<file path="src/rtl/clock_pkg.sv">
// Shared types, limits and the BCD increment helper for the time-of-day counter.
package clock_pkg;

  typedef struct packed {
    logic [3:0] tens;
    logic [3:0] units;
  } bcd2_t;

  typedef struct packed {
    bcd2_t value;
    logic  wrap;
  } bcd_step_t;

  localparam bcd2_t SEC_MAX = 8'h59;
  localparam bcd2_t MIN_MAX = 8'h59;
  localparam bcd2_t HR_MAX  = 8'h23;

  // Next BCD value modulo (max_v + 1); wrap flags the return to 00.
  function automatic bcd_step_t bcd_inc(input bcd2_t value, input bcd2_t max_v);
    bcd_step_t r;
    if (value == max_v) begin
      r.value = 8'h00;
      r.wrap  = 1'b1;
    end else if (value.units == 4'd9) begin
      r.value.tens  = value.tens + 4'd1;
      r.value.units = 4'd0;
      r.wrap        = 1'b0;
    end else begin
      r.value.tens  = value.tens;
      r.value.units = value.units + 4'd1;
      r.wrap        = 1'b0;
    end
    return r;
  endfunction

endpackage

</file>
<file path="src/rtl/bcd_mod_counter.sv">
// Two-digit packed-BCD counter that wraps after MAX; clear has priority over increment.
module bcd_mod_counter
  import clock_pkg::*;
#(
  parameter bcd2_t MAX = SEC_MAX
) (
  input  logic       clk_in,
  input  logic       rst_n,
  input  logic       inc,
  input  logic       clr,
  output logic [7:0] q,
  output logic       wrap
);

  bcd2_t     q_r;
  bcd_step_t step_s;

  // Candidate next value from the current count.
  always_comb begin
    step_s = bcd_inc(q_r, MAX);
  end

  assign wrap = inc & step_s.wrap;
  assign q    = q_r;

  // Count register.
  always_ff @(posedge clk_in or negedge rst_n) begin
    if (!rst_n) begin
      q_r <= 8'h00;
    end else if (clr) begin
      q_r <= 8'h00;
    end else if (inc) begin
      q_r <= step_s.value;
    end else begin
      q_r <= q_r;
    end
  end

endmodule

</file>
<file path="src/rtl/time_of_day_counter.sv">
// 24-hour BCD wall clock advanced by synchronised rising edges of a slow square wave.
module time_of_day_counter
  import clock_pkg::*;
#(
  parameter int unsigned TICKS_PER_SEC = 4
) (
  input  logic       clk_in,
  input  logic       rst_n,
  input  logic       slow_clk,
  input  logic       run,
  input  logic       inc_min,
  input  logic       inc_hr,
  input  logic       clr_sec,
  output logic [7:0] hours_bcd,
  output logic [7:0] minutes_bcd,
  output logic [7:0] seconds_bcd,
  output logic       sec_pulse,
  output logic       colon_blink
);

  localparam logic [7:0] TPS_LAST = 8'(TICKS_PER_SEC - 1);
  localparam logic [7:0] TPS_HALF = 8'(TICKS_PER_SEC / 2);

  logic       s1_r, s2_r, s3_r;
  logic [7:0] presc_r;
  logic [7:0] presc_next_s;
  logic       sec_pulse_r, colon_blink_r;
  logic       tick_s, adv_s, presc_last_s, sec_inc_s;
  logic       sec_wrap_s, min_wrap_s, min_inc_s, min_carry_s, hr_inc_s;

  // Two-flop synchroniser plus history flop for rising-edge detection.
  always_ff @(posedge clk_in or negedge rst_n) begin
    if (!rst_n) begin
      s1_r <= 1'b0;
      s2_r <= 1'b0;
      s3_r <= 1'b0;
    end else begin
      s1_r <= slow_clk;
      s2_r <= s1_r;
      s3_r <= s2_r;
    end
  end

  // Prescaler and carry/set arbitration.
  always_comb begin
    tick_s       = s2_r & ~s3_r;
    adv_s        = tick_s & run;
    presc_last_s = (presc_r == TPS_LAST);
    sec_inc_s    = adv_s & presc_last_s & ~clr_sec;
    if (clr_sec) begin
      presc_next_s = 8'd0;
    end else if (adv_s && presc_last_s) begin
      presc_next_s = 8'd0;
    end else if (adv_s) begin
      presc_next_s = presc_r + 8'd1;
    end else begin
      presc_next_s = presc_r;
    end
    // A set pulse coinciding with a carry still moves the field by one.
    min_inc_s   = sec_wrap_s | inc_min;
    min_carry_s = sec_wrap_s & min_wrap_s;
    hr_inc_s    = min_carry_s | inc_hr;
  end

  // Prescaler, second strobe and colon phase.
  always_ff @(posedge clk_in or negedge rst_n) begin
    if (!rst_n) begin
      presc_r       <= 8'd0;
      sec_pulse_r   <= 1'b0;
      colon_blink_r <= 1'b1;
    end else begin
      presc_r       <= presc_next_s;
      sec_pulse_r   <= sec_inc_s;
      colon_blink_r <= (presc_next_s < TPS_HALF);
    end
  end

  bcd_mod_counter #(.MAX(SEC_MAX)) u_sec (
    .clk_in (clk_in),
    .rst_n  (rst_n),
    .inc    (sec_inc_s),
    .clr    (clr_sec),
    .q      (seconds_bcd),
    .wrap   (sec_wrap_s)
  );

  bcd_mod_counter #(.MAX(MIN_MAX)) u_min (
    .clk_in (clk_in),
    .rst_n  (rst_n),
    .inc    (min_inc_s),
    .clr    (1'b0),
    .q      (minutes_bcd),
    .wrap   (min_wrap_s)
  );

  bcd_mod_counter #(.MAX(HR_MAX)) u_hr (
    .clk_in (clk_in),
    .rst_n  (rst_n),
    .inc    (hr_inc_s),
    .clr    (1'b0),
    .q      (hours_bcd),
    .wrap   ()
  );

  assign sec_pulse   = sec_pulse_r;
  assign colon_blink = colon_blink_r;

endmodule

</file>
<file path="config.mk">
export PLATFORM = sky130hd
export DESIGN_NAME = time_of_day_counter
export DESIGN_NICKNAME = d
export VERILOG_FILES = /design/src/rtl/clock_pkg.sv /design/src/rtl/bcd_mod_counter.sv /design/src/rtl/time_of_day_counter.sv
export SDC_FILE = /design/constraint.sdc
export NUM_CORES = 1
export LEC_CHECK = 0
export BUFFER_PORTS_ARGS = -buffer_cell sky130_fd_sc_hd__buf_2
export CAP_MARGIN = 25
export CORE_MARGIN = 3
export CORE_UTILIZATION = 25
export CTS_CLUSTER_DIAMETER = 120
export CTS_CLUSTER_SIZE = 14
export DETAILED_ROUTE_END_ITERATION = 8
export PLACE_DENSITY = 0.44
export SLEW_MARGIN = 20
export SYNTH_ARGS = -nofsm -noshare
export SYNTH_HDL_FRONTEND = slang
export SYNTH_SLANG_ARGS = --single-unit
</file>
<file path="constraint.sdc">
create_clock -name clk_in -period 4.9 [get_ports clk_in]
set_clock_uncertainty 0.2 [all_clocks]
set_input_delay 0.735 -clock clk_in [delete_from_list [all_inputs] [get_ports clk_in]]
set_output_delay 0.735 -clock clk_in [all_outputs]
set_load 0.05 [all_outputs]
</file>
==> results.ini <==
[grt]
overflow = 0
grt_max_degree = 38
grt_use_total_pct = 9.47
first_global_vias = 1418
grt_pass1_wl_mm = 6.81
antenna_found_initial = 0

[pwr]
ir_drop_v = 0.000147
internal_power_mw = 0.607
cellPowerDensity_nw_per_um2 = 467
p_seq_share_pct = 40.8
p_switching_mw = 0.502
p_leak_nw = 1.08
switching_share_pct = 45.2
clkPwrFrac_pct = 19.3
pwr-share-comb_pct = 40.0

[synth]
ys.warnings.count = 0
synthSimpleGateAreaFrac_pct = 23.4
synth.area.mux_share_pct = 3.18
synth_seq_cells = 37
syn_avg_cell_area_um2 = 10.1
synth-edff-count = 0
ys_seq_area_share_pct = 45.4
synth_fp_nets = 222
async_flop_share_pct = 100
synthCells = 202
synth_top_family_by_area = simple AND/OR/NAND/NOR gates
synth_fa_ha_area_share_pct = 7.96
syn-cell-area_um2 = 2040
ys_types = 50
synth_compound_area_share_pct = 10.8
yosysTopAreaCell = dfrtp_1
synth_area_leaders = dfrtp_1 (44%), ha_1 (8.0%), nor2_1 (3.7%)
synth_xor_area_share_pct = 5.14
synthTopCellsByCount = dfrtp_1 (36), nor2_1 (20), nand2_1 (14)
synth_flop_cell = dfrtp_1
synth_top_area_share_pct = 44.1
yosysMostFrequentCell = dfrtp_1

[cts]
cts_buffers = 5
cts_hold_buf = 0
clk_latency_ns = 0.28
clk_pin_slew_ns = 0.07
cts_sinks = 37
cts_root_buf = clkbuf_8
cts-resized-gates = 0
post_cts_buffers = 0
cts_tree = done
htree_levels = 2
cts_buffer_depth = 2

[hold_path]
worst_hold_path_type = register to register
hold_depth = 0

[floorplanning]
coreArea_um2 = 7850
rows = 32
pin_count = 33
start_util_pct = 26.0
die_h_um = 96.4
die_w_um = 96.4
fp.dieArea_um2 = 9290

[sta]
worstMarginPinSlew_ns = 0.840
hold_viol_final = 0
slew_violations = 0
min_period_ns = 2.84
tns_ns = 0
finalSetupViolCount = 0
fmax_mhz = 352
fin_crit_sh_pct = 58.0
max-slew-margin-rel_pct = 44.0
rsz0062_at_grt = no

[routing]
wl_per_cell_um = 12.3
routed_via_density = 4.57
dr.pass1.iters = 4
drcViolationCount = 0
top_layer = met4
dr_wl_met2_mm = 1.93
initialDrtViolationCount = 38
wl_mm = 4.10
ant_nets = 0
wl_met1_mm = 1.92
vias = 1531
dr_wl_met3_um = 200

[worst_setup_path]
cp-start-kind = register
critPathRequiredTime_ns = 4.87
critPathCaptureType = register
critPathSlowestCell = dfrtp_1
critPathMaxStageDelay_ns = 0.50
worstPathArrival_ns = 2.81
path_cells = ha_1 -> nand4b_1 -> nor4_4 -> a41oi_2 -> and2b_1 -> mux2_2
reg2regPathDepth = 6
path_max_fanout = 11
critical_path_class = register to register

[layout]
final_layout_size_suffix_gt1_share_pct = 22.3
syn_to_final_growth_pct = 16.2
fillers = 848
diodes = 0
nets = 253
finalInstanceArea_um2 = 2370

[place]
place_area_um2 = 2290
portBuffers = 32
gpl.final_weighted_congestion = 0.734
place.detailed.hpwl_mm = 3.03

[flow_run]
drv_cap = 0

[status]
status = completed

registers in the layout, summed over array words and instances (netlist names):
register,count
presc_r,8
u_hr.q,8
u_min.q,8
u_sec.q,8
colon_blink,1
s1_r,1
s2_r,1
s3_r,1
sec_pulse,1
per-layer routing:
layer / vias up / track usage [%]
met3: 5 / 2.71
met5: - / 0
met4: 0 / 3.50
met1: 715 / 12.1
li1: 784 / -
met2: 27 / 15.2
cells in the final DEF (no fill, tap or decap), types with 4 or more instances in the layout:
master / instances
a21oi_1: 5
buf_2: 32
clkbuf_8: 6
dfrtp_1: 36
ha_1: 13
inv_1: 9
mux2_2: 4
nand2_1: 14
nand2b_1: 4
nand3_1: 5
nand4_1: 7
nor2_1: 20
nor3_1: 9
o21ai_0: 8
xnor2_1: 4
xor2_1: 8
power by group through the flow:
stage          registers, mW  logic, mW  clock network (mW)
2_1_floorplan          0.639      0.158                   0
3_3_place_gp           0.460      0.447                   0
3_5_place_dp           0.460      0.449                   0
4_1_cts                0.455      0.450               0.228
5_1_grt                0.469      0.486               0.239
6_report               0.452      0.443               0.214
kinds of logic after synthesis:
logic type | count (synthesis)
AOI/OAI and AO/OA | 32
xor gates and xnor gates | 12
adders and majority gates | 13
buffers and inverters | 18
DFF | 37
muxes | 6
and+or+nand+nor | 84
stage by stage:
step	setup slack [ns]	instances	util [%]	hold slack, ns	power, mW
CTS	2.01	335	30.3	0.154	1.13
finish	2.06	335	30.3	0.151	1.11
global route	1.85	335	30.3	0.161	1.19
floorplan	2.40	202	-	0.131	0.796
global placement	1.95	328	29.2	0.133	0.907
detailed placement	1.88	328	29.2	0.137	0.909
critical path, delay by kind of cell, from the launching register on:
family,cells,cell delay (ns)
mux,1,0.32
flops,1,0.50
simple gates,3,1.13
compound gates,1,0.36
fa+ha+maj,1,0.22
final cells by class:
type	count	area, µm²	share of cell area, %
multi-input cells	147	1030	43.5
flip-flops and latches	37	927	39.0
repair buffers	33	168	7.06
well taps	102	128	5.37
clock buffers	7	86.3	3.64
inverters	9	33.8	1.42
worst paths after layout:
check	startpoint	to	slack [ns]
max	presc_r[0]	u_hr.q[2]	2.06
min in group asynchronous	rst_n	u_min.q[3]	0.36
min reg2reg	s1_r	s2_r	0.15
max in group asynchronous	rst_n	presc_r[2]	3.62
min	s1_r	s2_r	0.15
max reg2reg	presc_r[0]	u_hr.q[2]	2.06
Power figures use the tool's default switching activity.
